**src/rtl/ex_mem_pipe_reg_if.sv**
```systemverilog
// rtl/ex_mem_pipe_reg_if.sv - EX->MEM beat bundle: EX-side handshake/payload in, MEM-side handshake/payload out
interface ex_mem_pipe_reg_if #(
    parameter int XLEN = 32,
    parameter int RD_W = 5
);
    logic            EX_valid;
    logic            EX_ready;
    logic [XLEN-1:0] EX_pc;
    logic [XLEN-1:0] EX_aluResult;
    logic [XLEN-1:0] EX_rs2Data;
    logic [RD_W-1:0] EX_rd;
    logic [2:0]      EX_funct3;
    logic            EX_regWrite;
    logic            EX_memRead;
    logic            EX_memWrite;
    logic            EX_memToReg;

    logic            MEM_valid;
    logic            MEM_ready;
    logic [XLEN-1:0] MEM_pc;
    logic [XLEN-1:0] MEM_aluResult;
    logic [XLEN-1:0] MEM_rs2Data;
    logic [RD_W-1:0] MEM_rd;
    logic [2:0]      MEM_funct3;
    logic            MEM_regWrite;
    logic            MEM_memRead;
    logic            MEM_memWrite;
    logic            MEM_memToReg;

    modport slave (
        input  EX_valid, EX_pc, EX_aluResult, EX_rs2Data, EX_rd, EX_funct3,
               EX_regWrite, EX_memRead, EX_memWrite, EX_memToReg, MEM_ready,
        output EX_ready, MEM_valid, MEM_pc, MEM_aluResult, MEM_rs2Data, MEM_rd,
               MEM_funct3, MEM_regWrite, MEM_memRead, MEM_memWrite, MEM_memToReg
    );

    modport master (
        output EX_valid, EX_pc, EX_aluResult, EX_rs2Data, EX_rd, EX_funct3,
               EX_regWrite, EX_memRead, EX_memWrite, EX_memToReg, MEM_ready,
        input  EX_ready, MEM_valid, MEM_pc, MEM_aluResult, MEM_rs2Data, MEM_rd,
               MEM_funct3, MEM_regWrite, MEM_memRead, MEM_memWrite, MEM_memToReg
    );
endinterface

```
**src/rtl/ex_mem_pipe_reg.sv**
```systemverilog
// rtl/ex_mem_pipe_reg.sv - EX->MEM stage register, main + skid entry; EX_MEM_PERF_EN adds stall/bubble counters
module ex_mem_pipe_reg #(
    parameter int XLEN = 32,
    parameter int RD_W = 5
) (
    input  logic                  clk,
    input  logic                  rst,
    input  logic                  flush,
    ex_mem_pipe_reg_if.slave      bus
`ifdef EX_MEM_PERF_EN
    ,
    output logic [31:0]           perf_stall_cnt,
    output logic [31:0]           perf_bubble_cnt
`endif
);
    typedef struct packed {
        logic [XLEN-1:0] pc;
        logic [XLEN-1:0] alu;
        logic [XLEN-1:0] rs2;
        logic [RD_W-1:0] rd;
        logic [2:0]      funct3;
        logic            reg_write;
        logic            mem_read;
        logic            mem_write;
        logic            mem_to_reg;
    } beat_t;

    logic  r_main_valid;
    logic  r_skid_valid;
    beat_t r_main;
    beat_t r_skid;
    beat_t w_in;
    logic  w_accept;
    logic  w_out;
    logic  w_main_load;

    // Ready comes from registered state only so MEM_ready never reaches EX combinationally.
    assign bus.EX_ready = !r_skid_valid;
    assign w_accept     = bus.EX_valid && !r_skid_valid;
    assign w_out        = r_main_valid && bus.MEM_ready;
    assign w_main_load  = !r_main_valid || w_out;

    always_comb begin
        w_in            = '0;
        w_in.pc         = bus.EX_pc;
        w_in.alu        = bus.EX_aluResult;
        w_in.rs2        = bus.EX_rs2Data;
        w_in.rd         = bus.EX_rd;
        w_in.funct3     = bus.EX_funct3;
        // A write to x0 is dropped here so forwarding never matches it.
        w_in.reg_write  = bus.EX_regWrite && (bus.EX_rd != '0);
        w_in.mem_read   = bus.EX_memRead;
        w_in.mem_write  = bus.EX_memWrite;
        w_in.mem_to_reg = bus.EX_memToReg;
    end

    always_ff @(posedge clk or posedge rst) begin
        if (rst) begin
            r_main_valid <= 1'b0;
            r_skid_valid <= 1'b0;
            r_main       <= '0;
            r_skid       <= '0;
        end else if (flush) begin
            r_main_valid <= 1'b0;
            r_skid_valid <= 1'b0;
        end else if (w_main_load) begin
            if (r_skid_valid) begin
                r_main       <= r_skid;
                r_main_valid <= 1'b1;
                r_skid_valid <= 1'b0;
            end else if (w_accept) begin
                r_main       <= w_in;
                r_main_valid <= 1'b1;
            end else begin
                r_main_valid <= 1'b0;
            end
        end else if (w_accept) begin
            r_skid       <= w_in;
            r_skid_valid <= 1'b1;
        end
    end

    assign bus.MEM_valid     = r_main_valid;
    assign bus.MEM_pc        = r_main.pc;
    assign bus.MEM_aluResult = r_main.alu;
    assign bus.MEM_rs2Data   = r_main.rs2;
    assign bus.MEM_funct3    = r_main.funct3;
    assign bus.MEM_rd        = r_main_valid ? r_main.rd : '0;
    assign bus.MEM_regWrite  = r_main.reg_write  && r_main_valid;
    assign bus.MEM_memRead   = r_main.mem_read   && r_main_valid;
    assign bus.MEM_memWrite  = r_main.mem_write  && r_main_valid;
    assign bus.MEM_memToReg  = r_main.mem_to_reg && r_main_valid;

`ifdef EX_MEM_PERF_EN
    logic [31:0] r_stall_cnt;
    logic [31:0] r_bubble_cnt;

    // Both counters saturate and ignore flush.
    always_ff @(posedge clk or posedge rst) begin
        if (rst) begin
            r_stall_cnt  <= '0;
            r_bubble_cnt <= '0;
        end else begin
            if (r_main_valid && !bus.MEM_ready && (r_stall_cnt != 32'hFFFF_FFFF))
                r_stall_cnt <= r_stall_cnt + 32'd1;
            if (!r_main_valid && (r_bubble_cnt != 32'hFFFF_FFFF))
                r_bubble_cnt <= r_bubble_cnt + 32'd1;
        end
    end

    assign perf_stall_cnt  = r_stall_cnt;
    assign perf_bubble_cnt = r_bubble_cnt;
`endif
endmodule
```
**src/flat_wrapper.sv**
```systemverilog
// flat-port wrapper written by rule: the top's interface ports become plain ports
module ex_mem_pipe_reg_flat 
#(
    parameter int XLEN = 32,
    parameter int RD_W = 5
)
  (clk, rst, flush, bus_EX_valid, bus_EX_pc, bus_EX_aluResult, bus_EX_rs2Data, bus_EX_rd, bus_EX_funct3, bus_EX_regWrite, bus_EX_memRead, bus_EX_memWrite, bus_EX_memToReg, bus_MEM_ready, bus_EX_ready, bus_MEM_valid, bus_MEM_pc, bus_MEM_aluResult, bus_MEM_rs2Data, bus_MEM_rd, bus_MEM_funct3, bus_MEM_regWrite, bus_MEM_memRead, bus_MEM_memWrite, bus_MEM_memToReg);
  ex_mem_pipe_reg_if #(.XLEN(XLEN), .RD_W(RD_W)) bus_i ();
  input  logic clk;
  input  logic rst;
  input  logic flush;
  input wire logic [$bits(bus_i.EX_valid)-1:0] bus_EX_valid;
  input wire logic [$bits(bus_i.EX_pc)-1:0] bus_EX_pc;
  input wire logic [$bits(bus_i.EX_aluResult)-1:0] bus_EX_aluResult;
  input wire logic [$bits(bus_i.EX_rs2Data)-1:0] bus_EX_rs2Data;
  input wire logic [$bits(bus_i.EX_rd)-1:0] bus_EX_rd;
  input wire logic [$bits(bus_i.EX_funct3)-1:0] bus_EX_funct3;
  input wire logic [$bits(bus_i.EX_regWrite)-1:0] bus_EX_regWrite;
  input wire logic [$bits(bus_i.EX_memRead)-1:0] bus_EX_memRead;
  input wire logic [$bits(bus_i.EX_memWrite)-1:0] bus_EX_memWrite;
  input wire logic [$bits(bus_i.EX_memToReg)-1:0] bus_EX_memToReg;
  input wire logic [$bits(bus_i.MEM_ready)-1:0] bus_MEM_ready;
  output wire logic [$bits(bus_i.EX_ready)-1:0] bus_EX_ready;
  output wire logic [$bits(bus_i.MEM_valid)-1:0] bus_MEM_valid;
  output wire logic [$bits(bus_i.MEM_pc)-1:0] bus_MEM_pc;
  output wire logic [$bits(bus_i.MEM_aluResult)-1:0] bus_MEM_aluResult;
  output wire logic [$bits(bus_i.MEM_rs2Data)-1:0] bus_MEM_rs2Data;
  output wire logic [$bits(bus_i.MEM_rd)-1:0] bus_MEM_rd;
  output wire logic [$bits(bus_i.MEM_funct3)-1:0] bus_MEM_funct3;
  output wire logic [$bits(bus_i.MEM_regWrite)-1:0] bus_MEM_regWrite;
  output wire logic [$bits(bus_i.MEM_memRead)-1:0] bus_MEM_memRead;
  output wire logic [$bits(bus_i.MEM_memWrite)-1:0] bus_MEM_memWrite;
  output wire logic [$bits(bus_i.MEM_memToReg)-1:0] bus_MEM_memToReg;
  assign bus_i.EX_valid = bus_EX_valid;
  assign bus_i.EX_pc = bus_EX_pc;
  assign bus_i.EX_aluResult = bus_EX_aluResult;
  assign bus_i.EX_rs2Data = bus_EX_rs2Data;
  assign bus_i.EX_rd = bus_EX_rd;
  assign bus_i.EX_funct3 = bus_EX_funct3;
  assign bus_i.EX_regWrite = bus_EX_regWrite;
  assign bus_i.EX_memRead = bus_EX_memRead;
  assign bus_i.EX_memWrite = bus_EX_memWrite;
  assign bus_i.EX_memToReg = bus_EX_memToReg;
  assign bus_i.MEM_ready = bus_MEM_ready;
  assign bus_EX_ready = bus_i.EX_ready;
  assign bus_MEM_valid = bus_i.MEM_valid;
  assign bus_MEM_pc = bus_i.MEM_pc;
  assign bus_MEM_aluResult = bus_i.MEM_aluResult;
  assign bus_MEM_rs2Data = bus_i.MEM_rs2Data;
  assign bus_MEM_rd = bus_i.MEM_rd;
  assign bus_MEM_funct3 = bus_i.MEM_funct3;
  assign bus_MEM_regWrite = bus_i.MEM_regWrite;
  assign bus_MEM_memRead = bus_i.MEM_memRead;
  assign bus_MEM_memWrite = bus_i.MEM_memWrite;
  assign bus_MEM_memToReg = bus_i.MEM_memToReg;
  ex_mem_pipe_reg #(.XLEN(XLEN), .RD_W(RD_W)) u_core (.clk(clk), .rst(rst), .flush(flush), .bus(bus_i));
endmodule
```
**config.mk**
```make
export PLATFORM = sky130hd
export DESIGN_NAME = ex_mem_pipe_reg_flat
export DESIGN_NICKNAME = d
export VERILOG_FILES = /design/src/rtl/ex_mem_pipe_reg_if.sv /design/src/rtl/ex_mem_pipe_reg.sv /design/src/flat_wrapper.sv
export SDC_FILE = /design/constraint.sdc
export NUM_CORES = 1
export LEC_CHECK = 0
export BUFFER_PORTS_ARGS = -buffer_cell sky130_fd_sc_hd__buf_4
export CAP_MARGIN = 20
export CELL_PAD_IN_SITES_DETAIL_PLACEMENT = 1
export CELL_PAD_IN_SITES_GLOBAL_PLACEMENT = 1
export CORE_MARGIN = 4
export CORE_UTILIZATION = 30
export DETAILED_ROUTE_END_ITERATION = 6
export PLACE_DENSITY = 0.6
export SYNTH_ARGS = -nofsm -noshare
export SYNTH_HDL_FRONTEND = slang
export SYNTH_SLANG_ARGS = --single-unit
```
**constraint.sdc**
```tcl
create_clock -name clk -period 9.15 [get_ports clk]
set_input_delay 1.83 -clock clk [delete_from_list [all_inputs] [get_ports clk]]
set_output_delay 1.83 -clock clk [all_outputs]
set_load 0.005 [all_outputs]
```
# ---- Word level (Yosys, flattened, before mapping)
# Index checks and enable logic that the tools add are counted.
# W data, S select, Z words.
dict set report word_totals {
  in_bits 113
  register_bits 218
}
dict set report op_classes {
  n_reduce_logical 16
  muxes 10
  bitwise_logic 2
}
# operator n
set op_table {}
lappend op_table {{$mux W108} 2}
lappend op_table {{$logic_and A1 B1 Y1} 7}
lappend op_table {{$mux W1} 7}
lappend op_table {{$reduce_and A3 Y1} 2}
lappend op_table {{$mux W5} 1}
lappend op_table {{$reduce_bool A5 Y1} 1}
lappend op_table {{$reduce_bool A2 Y1} 2}
lappend op_table {{$reduce_bool A3 Y1} 1}
lappend op_table {{$logic_not A1 Y1} 2}
lappend op_table {{$not A1 Y1} 2}
lappend op_table {{$logic_or A1 B1 Y1} 1}

# ---- Logic depth before layout (Yosys ltp)
# Gate-level depths: netlist of run 1.
dict set report depth {
  ltp_word 6
  depth_mapped 6
  depth_no_buf 3
}

# ---- Worst setup path after synthesis of run 1
# No wires, ideal clock.
dict set report synth_path {
  path_type {input to register}
  startpoint {input bus_MEM_ready}
  endpoint {register u_core.r_main, in the netlist u_core.bus.MEM_aluResult[0]}
  required_ns 9.025
  cell_stages 5
  arrival_time_ns 2.808
  path_slack_ns 6.217
  path_cell_list {nor2b_4 nor3_4 buf_4 buf_4 mux2_2}
}
dict set report synth_via {
  elab_chain_cells 3
}
# item line
set synth_rtl {}
lappend synth_rtl {{start: declaration} flat_wrapper.sv:22} ;# input wire logic [$bits(bus_i.MEM_ready)-1:0] bus_MEM_ready;
lappend synth_rtl {{$logic_and A1 B1 Y1} ex_mem_pipe_reg.sv:40} ;# assign w_out = r_main_valid && bus.MEM_ready;
lappend synth_rtl {{$logic_or A1 B1 Y1} ex_mem_pipe_reg.sv:41} ;# assign w_main_load = !r_main_valid || w_out;
lappend synth_rtl {{$reduce_and A3 Y1 (no line)} --}
lappend synth_rtl {{end signal: assignment} ex_mem_pipe_reg.sv:68} ;# r_main <= r_skid;
lappend synth_rtl {{end signal: assignment} ex_mem_pipe_reg.sv:72} ;# r_main <= w_in;
lappend synth_rtl {{end: declaration} ex_mem_pipe_reg.sv:30} ;# beat_t r_main;
# No other way between the ends.
# A chain may end at the register's enable or synchronous reset.

# ---- Worst setup path after layout of run 1
dict set report layout_path {
  startpoint {input bus_EX_valid}
  endpoint {register u_core.r_main, in the netlist u_core.bus.MEM_pc[31]}
}
dict set report layout_via {
  elab_chain_cells 3
}
# item line
set layout_rtl {}
lappend layout_rtl {{start: declaration} flat_wrapper.sv:12} ;# input wire logic [$bits(bus_i.EX_valid)-1:0] bus_EX_valid;
lappend layout_rtl {{$logic_and A1 B1 Y1} ex_mem_pipe_reg.sv:39} ;# assign w_accept = bus.EX_valid && !r_skid_valid;
lappend layout_rtl {{$reduce_bool A2 Y1 (no line)} --}
lappend layout_rtl {{$reduce_and A3 Y1 (no line)} --}
# No other way between the ends.

==> flow_summary.html, run 1 <==
<table>
<tr><th>Metric</th><th>Value</th></tr>
<tr><th colspan="2">Run status</th></tr>
<tr><td>Run status</td><td>complete, no violations</td></tr>
<tr><th colspan="2">Synth</th></tr>
<tr><td>Count leader, synth</td><td>mux2_2</td></tr>
<tr><td>Leading cell types by total area after synthesis</td><td>dfrtp_1 (54%), mux2_2 (34%), buf_4 (7.7%)</td></tr>
<tr><td>Warnings, synthesis</td><td>0</td></tr>
<tr><td>Top cells by instance count after synthesis</td><td>mux2_2 (310), dfrtp_1 (218), buf_4 (104)</td></tr>
<tr><td>Mean post-synth cell area</td><td>14.5 um2</td></tr>
<tr><td>Ys flop type</td><td>dfrtp_1</td></tr>
<tr><td>Post-synthesis compound-gate area fraction</td><td>0.00319</td></tr>
<tr><td>Dominant combinational cell family by area after synthesis</td><td>multiplexers</td></tr>
<tr><td>Count of different cell masters after synthesis</td><td>23</td></tr>
<tr><td>Number of flops mapped to enable cells by yosys</td><td>0</td></tr>
<tr><td>Share of Yosys cell area claimed by the top area cell type</td><td>0.535</td></tr>
<tr><td>Proportion of synthesized flip-flops having asynchronous set or reset</td><td>1.00</td></tr>
<tr><td>Portion of netlist area occupied by mux cells</td><td>0.356</td></tr>
<tr><td>Post-synthesis adder-cell area fraction</td><td>0</td></tr>
<tr><td>Cell area after synthesis</td><td>10,200 um2</td></tr>
<tr><td>Post-synthesis cell type with the largest combined area</td><td>dfrtp_1</td></tr>
<tr><td>Syn Inst Count</td><td>701</td></tr>
<tr><td>Seq cells post-synth</td><td>218</td></tr>
<tr><td>Total nets after synthesis</td><td>814</td></tr>
<tr><td>Parity-gate share of the synthesized area counting xor and xnor cells</td><td>0</td></tr>
<tr><td>Simple-gate share of the synthesized area</td><td>0.0124</td></tr>
<tr><td>Register area share after synthesis</td><td>0.535</td></tr>
<tr><th colspan="2">Routing</th></tr>
<tr><td>Number of nets with antenna violations after detailed routing</td><td>0</td></tr>
<tr><td># DRC</td><td>0</td></tr>
<tr><td>Number of optimization iterations in the first detailed-route pass</td><td>4</td></tr>
<tr><td>Final routed wirelength across all metal layers</td><td>23,500 um</td></tr>
<tr><td>Routed via count divided by cell count</td><td>4.46</td></tr>
<tr><td>Starting DRC count in detailed routing</td><td>108</td></tr>
<tr><td>Via count of the routed design</td><td>5,764</td></tr>
<tr><td>Post-detailed-route wirelength per cell</td><td>18.2 um</td></tr>
<tr><th colspan="2">Die</th></tr>
<tr><td>Die ar.</td><td>37,000 um2</td></tr>
<tr><td>Die Height</td><td>192 um</td></tr>
<tr><td>Starting Density</td><td>0.304</td></tr>
<tr><td>Die Width</td><td>192 um</td></tr>
<tr><td>Number of top-level pins</td><td>223</td></tr>
<tr><td>Core area</td><td>33,500 um2</td></tr>
<tr><td>Total number of placement rows</td><td>67</td></tr>
<tr><th colspan="2">Global route</th></tr>
<tr><td>Overall track demand over capacity in global routing</td><td>0.125</td></tr>
<tr><td>First-pass GRT wire length</td><td>36,700 um</td></tr>
<tr><td>Number of antenna violations at the first check in global routing</td><td>0</td></tr>
<tr><td>Maximum number of pins on one net before global-route repair</td><td>83</td></tr>
<tr><td>Number of global-route vias before repair</td><td>6,397</td></tr>
<tr><td>Remaining Overflow, GRT</td><td>0</td></tr>
<tr><th colspan="2">Clock tree</th></tr>
<tr><td>Clock latency on the worst-skew pair</td><td>520 ps</td></tr>
<tr><td>Num Clock Sinks</td><td>218</td></tr>
<tr><td>Post-CTS setup-driven buffer insertion count</td><td>0</td></tr>
<tr><td>Clock tree from TritonCTS</td><td>yes</td></tr>
<tr><td>Number of gates resized after CTS</td><td>0</td></tr>
<tr><td>Count of hold buffers inserted by post-cts repair</td><td>0</td></tr>
<tr><td>Clock-pin slew reported for the worst setup and hold paths after clock tree synthesis</td><td>60 ps</td></tr>
<tr><td>CTS buffer count</td><td>26</td></tr>
<tr><td>Largest buffer count on any clock path</td><td>3</td></tr>
<tr><td>Root buffer selected by CTS</td><td>clkbuf_16</td></tr>
<tr><td>H-tree Lvls</td><td>1</td></tr>
<tr><th colspan="2">Worst setup path</th></tr>
<tr><td>Nature of the critical path startpoint</td><td>input port</td></tr>
<tr><td>Register-to-Register Setup Slack</td><td>5830 ps</td></tr>
<tr><td>Worst Path Buf+Inv</td><td>3</td></tr>
<tr><td>Critical path type</td><td>in -&gt; reg</td></tr>
<tr><td>Maximum fanout along the worst path</td><td>54</td></tr>
<tr><td>Worst path depth</td><td>6</td></tr>
<tr><td>Worst Reg-to-Reg Cells</td><td>5</td></tr>
<tr><td>Data arrival time of the critical path</td><td>4090 ps</td></tr>
<tr><td>Start point of the critical path</td><td>bus_EX_valid</td></tr>
<tr><td>Critical path's most frequent cell</td><td>buf_4</td></tr>
<tr><td>Critical Path Sink Type</td><td>flip-flop</td></tr>
<tr><td>Terminus of the critical flop-to-flop path</td><td>u_core.bus.MEM_pc[31]</td></tr>
<tr><td>Required time of the critical path</td><td>9560 ps</td></tr>
<tr><td>Worst flop-to-flop path startpoint</td><td>u_core.r_skid_valid</td></tr>
<tr><td>Gate family responsible for the most delay along the worst path</td><td>buffers and inverters</td></tr>
<tr><td>Critical Path Sink</td><td>u_core.bus.MEM_pc[31]</td></tr>
<tr><td>Slowest Stage Delay on Critical Path</td><td>720 ps</td></tr>
<tr><td>Slowest stage cell, crit path</td><td>buf_4</td></tr>
<tr><td>Cell chain of the critical path</td><td>buf_4 &gt; nor2_1 &gt; nor3_4 &gt; buf_4 &gt; buf_4 &gt; mux2_2</td></tr>
<tr><th colspan="2">Placed design</th></tr>
<tr><td>Weighted congestion at the end of routability-driven global placement</td><td>0.682</td></tr>
<tr><td>Port Buffers</td><td>222</td></tr>
<tr><td>Detailed placement HPWL</td><td>15,400 um</td></tr>
<tr><th colspan="2">Layout</th></tr>
<tr><td>Diode count</td><td>0</td></tr>
<tr><td>Layout area overhead</td><td>21.5%</td></tr>
<tr><td>Fillcell total</td><td>3,522</td></tr>
<tr><td>Net count reported at finish</td><td>937</td></tr>
<tr><td>Share of layout cells above drive strength 1</td><td>0.689</td></tr>
<tr><td>Area of combinational cells with multiple inputs</td><td>3790 um2</td></tr>
<tr><td>Post-layout utilization of the core</td><td>0.369</td></tr>
<tr><td>Sequential cell area in the final layout</td><td>5460 um2</td></tr>
<tr><th colspan="2">STA</th></tr>
<tr><td>Post-layout min period</td><td>3690 ps</td></tr>
<tr><td>Total Negative Setup Slacks</td><td>0 ps</td></tr>
<tr><td>Final worst clock skew</td><td>6.83 ps</td></tr>
<tr><td>Max-slew violations</td><td>0</td></tr>
<tr><td>Number of failing hold endpoints at the final stage</td><td>0</td></tr>
<tr><td>Endpoints failing setup</td><td>0</td></tr>
<tr><td>Share of the clock period used by the worst path after layout</td><td>0.403</td></tr>
<tr><td>Transition time at the pin with the least slew margin</td><td>1000 ps</td></tr>
<tr><td>Slew Limit Headroom</td><td>0.330</td></tr>
<tr><td>Max frequency</td><td>271 MHz</td></tr>
<tr><td>RSZ-0062 raised after global routing</td><td>no</td></tr>
<tr><th colspan="2">Power and ir drop</th></tr>
<tr><td>Clock power frac</td><td>0.359</td></tr>
<tr><td>Power per cell area</td><td>223 nW/um2</td></tr>
<tr><td>Combinational power share</td><td>0.177</td></tr>
<tr><td>Reg power frac</td><td>0.464</td></tr>
<tr><td>Leakage</td><td>0.00550 uW</td></tr>
<tr><td>Switch share</td><td>0.241</td></tr>
<tr><td>IR drop worst, VDD</td><td>0.127 mV</td></tr>
<tr><td>Psw</td><td>665 uW</td></tr>
<tr><td>P_int</td><td>2100 uW</td></tr>
<tr><th colspan="2">Worst hold path</th></tr>
<tr><td>Path class of the lowest-slack min-delay path</td><td>reg -&gt; reg</td></tr>
<tr><td>Worst Min Path Start</td><td>u_core.bus.MEM_aluResult[17]</td></tr>
<tr><th colspan="2">Flow run</th></tr>
<tr><td># Max-Cap Violations</td><td>0</td></tr>
</table>
==> layer usage <==
metal / routed length (um) / track usage
met1: 9930 / 0.157
met2: 11300 / 0.210
met3: 1730 / 0.0434
met4: 567 / 0.0302
met5: 0 / 0
==> worst min path at each step <==
stage,depth (start not counted),to
final,1,u_core.bus.MEM_aluResult[17]
after global routing,1,u_core.bus.MEM_aluResult[7]
after CTS,1,u_core.bus.MEM_aluResult[11]
after detailed placement,1,u_core.bus.MEM_aluResult[11]
after global placement,1,u_core.bus.MEM_aluResult[8]
after floorplan,1,u_core.bus.MEM_aluResult[10]
==> logic make-up (layout without fill, tap and decap cells) <==
logic type             count (synthesis)  after routing
multiplexers                         322            322
AO/OA/AOI/OAI                          5              5
flip-flops                           218            218
buffers and inverters                138            280
AND/OR/NAND/NOR                       18             18
==> flip-flops by register name, summed over array words and instances (netlist names) <==
register and count:
u_core.bus.MEM_valid 1, u_core.r_main 9, u_core.bus.MEM_rs2Data 32, u_core.bus.MEM_pc 32, u_core.bus.MEM_aluResult 32, u_core.r_skid_valid 1
u_core.r_skid 108, u_core.bus.MEM_funct3 3
==> power groups by stage <==
stage | combinational (uW) | clock [uW] | sequential [uW]
final | 489 | 992 | 1280
after global routing | 544 | 1080 | 1310
after CTS | 505 | 1040 | 1280
after detailed placement | 504 | 0 | 1300
after global placement | 491 | 0 | 1290
after floorplan | 390 | 0 | 1260
==> metrics by stage <==
stage / power, uW / setup WS (ps) / cell area [um2] / hold WS [ps] / instances
floorplan: 1650 / 1360 / 10200 / 459 / 701
global placement: 1780 / 4910 / 11600 / 474 / 1244
detailed placement: 1800 / 4870 / 11600 / 481 / 1244
CTS: 2830 / 5440 / 12400 / 494 / 1291
global route: 2930 / 5320 / 12400 / 509 / 1291
finish: 2760 / 5460 / 12400 / 488 / 1291
==> cells in the final DEF (no fill, tap or decap) <==
cell        Yosys  routed
nand2b_1        1       1
inv_1           4       3
or4_1           1       1
clkinv_2        0       2
mux2_1         11      11
nand2_1         1       1
dfrtp_1       218     217
a31oi_1         1       1
nor3_1          1       1
o21ai_0         1       1
inv_8           0       1
dfrtp_4         0       1
nor3_4          1       1
clkbuf_1        2      10
o211ai_1        1       1
nor2b_4         1       1
mux2_2        310     310
nand3_4         0       1
clkinvlp_4      0       1
mux2i_1         1       1
buf_4         104     229
o31a_1          1       1
clkbuf_8        0       7
a21oi_1         1       1
and2_1          9       9
clkbuf_16       0      27
nor2_1          2       2
==> final cells by class <==
class                   instances  area share
well taps                     448      0.0453
multi-input cells             345       0.306
inverters                       4     0.00182
repair buffers                229       0.139
clock inverters                 3     0.00141
clock buffers                  44      0.0654
flip-flops and latches        218       0.441
Power figures use the tool's default switching activity.
==> run 2: changes to the inputs <==
- ABC_AREA: unset -> 1
- PLACE_DENSITY: 0.6 -> 0.67
- clock period: 9.15 -> 3.15 ns (I/O delays scaled with it)
==> flow_summary.html, run 2 <==
<table>
<tr><th>Metric</th><th>Value</th></tr>
<tr><th colspan="2">Die</th></tr>
<tr><td>Starting Density</td><td>0.303 (-0.000757)</td></tr>
<tr><td>Number of top-level pins</td><td>223 (unchanged)</td></tr>
<tr><td>Die ar.</td><td>37,900 um2 (+2.4%)</td></tr>
<tr><td>Total number of placement rows</td><td>68 (+1.5%)</td></tr>
<tr><td>Core area</td><td>34,500 um2 (+2.8%)</td></tr>
<tr><td>Die Height</td><td>195 um (+1.2%)</td></tr>
<tr><td>Die Width</td><td>195 um (+1.2%)</td></tr>
<tr><th colspan="2">Routing</th></tr>
<tr><td>Post-detailed-route wirelength per cell</td><td>14.9 um (-18%)</td></tr>
<tr><td>Number of nets with antenna violations after detailed routing</td><td>0 (unchanged)</td></tr>
<tr><td>Via count of the routed design</td><td>8,206 (+42%)</td></tr>
<tr><td>Starting DRC count in detailed routing</td><td>267 (+150%)</td></tr>
<tr><td>Routed via count divided by cell count</td><td>4.40 (-1.6%)</td></tr>
<tr><td>Number of optimization iterations in the first detailed-route pass</td><td>4 (unchanged)</td></tr>
<tr><td>Final routed wirelength across all metal layers</td><td>27,800 um (+19%)</td></tr>
<tr><td># DRC</td><td>0 (unchanged)</td></tr>
<tr><th colspan="2">Clock tree</th></tr>
<tr><td>Root buffer selected by CTS</td><td>clkbuf_16</td></tr>
<tr><td>Clock latency on the worst-skew pair</td><td>520 ps (about the same)</td></tr>
<tr><td>Clock-pin slew reported for the worst setup and hold paths after clock tree synthesis</td><td>60 ps (about the same)</td></tr>
<tr><td>CTS buffer count</td><td>27 (+3.8%)</td></tr>
<tr><td>H-tree Lvls</td><td>1 (unchanged)</td></tr>
<tr><td>Count of hold buffers inserted by post-cts repair</td><td>0 (unchanged)</td></tr>
<tr><td>Post-CTS setup-driven buffer insertion count</td><td>0 (unchanged)</td></tr>
<tr><td>Largest buffer count on any clock path</td><td>3 (unchanged)</td></tr>
<tr><td>Clock tree from TritonCTS</td><td>yes</td></tr>
<tr><td>Number of gates resized after CTS</td><td>0 (unchanged)</td></tr>
<tr><td>Num Clock Sinks</td><td>218 (unchanged)</td></tr>
<tr><th colspan="2">Layout</th></tr>
<tr><td>Net count reported at finish</td><td>1,505 (+61%)</td></tr>
<tr><td>Top library cells by usage in the layout, fill and taps aside</td><td>nand2_1 (551), buf_4 (239), dfrtp_1 (217)</td></tr>
<tr><td>Largest register FFs</td><td>108 (unchanged)</td></tr>
<tr><td>Final non-filler cell total</td><td>1,867 (+45%)</td></tr>
<tr><td>Biggest register</td><td>u_core.r_skid</td></tr>
<tr><td>Layout area overhead</td><td>21.8%</td></tr>
<tr><td>Final instance area</td><td>12,700 um2 (+2.8%)</td></tr>
<tr><td>Diode count</td><td>0 (unchanged)</td></tr>
<tr><td>Share of layout cells above drive strength 1</td><td>0.232 (-0.458)</td></tr>
<tr><td>Most common library cell in the layout ignoring fill and taps</td><td>nand2_1</td></tr>
<tr><td>Post-layout utilization of the core</td><td>0.369 (about the same)</td></tr>
<tr><th colspan="2">STA</th></tr>
<tr><td>Post-layout min period</td><td>2040 ps</td></tr>
<tr><td>Slew Limit Headroom</td><td>0.421 (+0.0909)</td></tr>
<tr><td>Max-slew violations</td><td>0 (unchanged)</td></tr>
<tr><td>Endpoints failing setup</td><td>0 (unchanged)</td></tr>
<tr><td>Number of failing hold endpoints at the final stage</td><td>0 (unchanged)</td></tr>
<tr><td>Share of the clock period used by the worst path after layout</td><td>0.648</td></tr>
<tr><td>Final worst clock skew</td><td>9.42 ps (+2.59 ps)</td></tr>
<tr><td>RSZ-0062 raised after global routing</td><td>no</td></tr>
<tr><td>Max frequency</td><td>490 MHz</td></tr>
<tr><td>Transition time at the pin with the least slew margin</td><td>868 ps (-136 ps)</td></tr>
<tr><th colspan="2">Worst setup path</th></tr>
<tr><td>Critical path's most frequent cell</td><td>buf_4</td></tr>
<tr><td>Worst Path Buf+Inv</td><td>3 (unchanged)</td></tr>
<tr><td>Data arrival time of the critical path</td><td>1410 ps (-2680 ps)</td></tr>
<tr><td>Required time of the critical path</td><td>2520 ps (-7040 ps)</td></tr>
<tr><td>Maximum fanout along the worst path</td><td>10 (-81%)</td></tr>
<tr><td>Critical Path Sink</td><td>bus_MEM_memToReg</td></tr>
<tr><td>Critical Path Sink Type</td><td>output pin</td></tr>
<tr><td>Worst path depth</td><td>4 (-2)</td></tr>
<tr><td>Nature of the critical path startpoint</td><td>flip-flop</td></tr>
<tr><td>Register-to-Register Setup Slack</td><td>1110 ps (-4720 ps)</td></tr>
<tr><td>Critical path type</td><td>reg -&gt; out</td></tr>
<tr><td>Cell chain of the critical path</td><td>buf_4 &gt; nand2_1 &gt; inv_1 &gt; buf_4</td></tr>
<tr><td>Terminus of the critical flop-to-flop path</td><td>u_core.bus.MEM_pc[16]</td></tr>
<tr><td>Slowest Stage Delay on Critical Path</td><td>370 ps (-350 ps)</td></tr>
<tr><td>Worst flop-to-flop path startpoint</td><td>u_core.r_skid_valid</td></tr>
<tr><td>Gate family responsible for the most delay along the worst path</td><td>buffers and inverters</td></tr>
<tr><td>Slowest stage cell, crit path</td><td>dfrtp_1</td></tr>
<tr><td>Start point of the critical path</td><td>u_core.bus.MEM_valid</td></tr>
<tr><td>Worst Reg-to-Reg Cells</td><td>6 (+1)</td></tr>
<tr><th colspan="2">Synth</th></tr>
<tr><td>Post-synthesis cell type with the largest combined area</td><td>dfrtp_1</td></tr>
<tr><td>Share of Yosys cell area claimed by the top area cell type</td><td>0.522 (-0.0131)</td></tr>
<tr><td>Number of flops mapped to enable cells by yosys</td><td>0 (unchanged)</td></tr>
<tr><td>Count of different cell masters after synthesis</td><td>18 (-22%)</td></tr>
<tr><td>Total nets after synthesis</td><td>1,400 (+72%)</td></tr>
<tr><td>Count leader, synth</td><td>nand2_1</td></tr>
<tr><td>Register area share after synthesis</td><td>0.522 (-0.0131)</td></tr>
<tr><td>Mean post-synth cell area</td><td>8.11 um2 (-44%)</td></tr>
<tr><td>Top cells by instance count after synthesis</td><td>nand2_1 (551), dfrtp_1 (218), o21ai_0 (164)</td></tr>
<tr><td>Ys flop type</td><td>dfrtp_1</td></tr>
<tr><td>Proportion of synthesized flip-flops having asynchronous set or reset</td><td>1.00 (unchanged)</td></tr>
<tr><td>Cell area after synthesis</td><td>10,400 um2 (+2.5%)</td></tr>
<tr><td>Seq cells post-synth</td><td>218 (unchanged)</td></tr>
<tr><td>Warnings, synthesis</td><td>0 (unchanged)</td></tr>
<tr><td>Syn Inst Count</td><td>1,287 (+84%)</td></tr>
<tr><td>Leading cell types by total area after synthesis</td><td>dfrtp_1 (52%), nand2_1 (20%), o21ai_0 (7.9%)</td></tr>
<tr><th colspan="2">Placed design</th></tr>
<tr><td>Post-place instance area</td><td>11,800 um2 (+1.8%)</td></tr>
<tr><td>Detailed placement HPWL</td><td>18,600 um (+21%)</td></tr>
<tr><td>Weighted congestion at the end of routability-driven global placement</td><td>0.744 (+9.2%)</td></tr>
<tr><td>Port Buffers</td><td>222 (unchanged)</td></tr>
<tr><td>Placed instance count</td><td>1,818 (+46%)</td></tr>
<tr><th colspan="2">Run status</th></tr>
<tr><td>Run status</td><td>complete, no violations</td></tr>
<tr><th colspan="2">Global route</th></tr>
<tr><td>Remaining Overflow, GRT</td><td>0 (unchanged)</td></tr>
<tr><td>Grt met1 use</td><td>0.196 (+0.0394)</td></tr>
<tr><td>First-pass GRT wire length</td><td>46,300 um (+26%)</td></tr>
<tr><td>Grt peak-use layer</td><td>met2</td></tr>
<tr><td>Number of antenna violations at the first check in global routing</td><td>2 (+2)</td></tr>
<tr><td>GR Layer Usage met3</td><td>0.0364 (-0.00701)</td></tr>
<tr><td>Number of global-route vias before repair</td><td>8,748 (+37%)</td></tr>
<tr><td>Met2 Usage GRT</td><td>0.239 (+0.0291)</td></tr>
<tr><td>Overall track demand over capacity in global routing</td><td>0.145 (+0.0200)</td></tr>
<tr><td>Maximum number of pins on one net before global-route repair</td><td>95 (+14%)</td></tr>
<tr><th colspan="2">Worst hold path</th></tr>
<tr><td>Path class of the lowest-slack min-delay path</td><td>in -&gt; async</td></tr>
<tr><th colspan="2">Power and ir drop</th></tr>
<tr><td>Leakage</td><td>0.00673 uW (+22%)</td></tr>
<tr><td>IR drop worst, VDD</td><td>0.328 mV (+160%)</td></tr>
<tr><td>Power per cell area</td><td>655 nW/um2 (+190%)</td></tr>
<tr><td>Total power</td><td>8330 uW (+200%)</td></tr>
<tr><th colspan="2">Flow run</th></tr>
<tr><td># Max-Cap Violations</td><td>0 (unchanged)</td></tr>
</table>
==> run 2: changes by cell type after synthesis, sizes merged, moves of 27 or more <==
cell / previous run / this run
clkbuf: 2 / 29
inv: 4 / 121
mux2: 321 / 0
nand2: 1 / 552
o21ai: 1 / 216
==> run 2: cells by family (layout without fill, tap and decap cells) <==
logic type,after synthesis,in the layout,synth area share
AOI/OAI and AO/OA,216,216,0.114
buffers and inverters,291,416,0.159
DFF,218,218,0.522
and+or+nand+nor,562,562,0.205
==> run 2: worst min path at each step <==
stage               cells after the start               from                      endpoint
floorplan                               2  u_core.r_main[10]             u_core.r_main[10]
global placement                        2   u_core.r_main[8]              u_core.r_main[8]
detailed placement                      2   u_core.r_main[8]              u_core.r_main[8]
CTS                                     2                rst              u_core.r_skid[1]
global route                            2                rst  u_core.bus.MEM_aluResult[27]
finish                                  2                rst             u_core.r_skid[80]
==> run 2: routing by layer <==
| metal | vias to the layer above | wire length, um |
|---|---|---|
| met3 | 38 | 1710 |
| li1 | 4040 | - |
| met5 | - | 40 |
| met2 | 172 | 12800 |
| met4 | 4 | 461 |
| met1 | 3952 | 12800 |
==> run 2: area by class of cell <==
class / count / area (um2)
inverters: 121 / 460
repair buffers: 246 / 1930
fillers: 4128 / 21700
multi-input cells: 778 / 3340
flip-flops and latches: 218 / 5460
well taps: 455 / 569
clock inverters: 7 / 139
clock buffers: 42 / 822
==> run 2: metrics by stage <==
| step | worst slack, ps | hold slack, ps | TNS (ps) |
|---|---|---|---|
| global route | 946 | 306 | 0 |
| floorplan | -320 | 449 | -69780 |
| global placement | 861 | 463 | 0 |
| detailed placement | 832 | 465 | 0 |
| finish | 1110 | 283 | 0 |
| CTS | 1050 | 273 | 0 |
==> run 2: where the power goes <==
group	switching (uW)	internal [uW]	total, uW
logic	667	672	1340
registers	323	3360	3680
clock network	1200	2110	3310
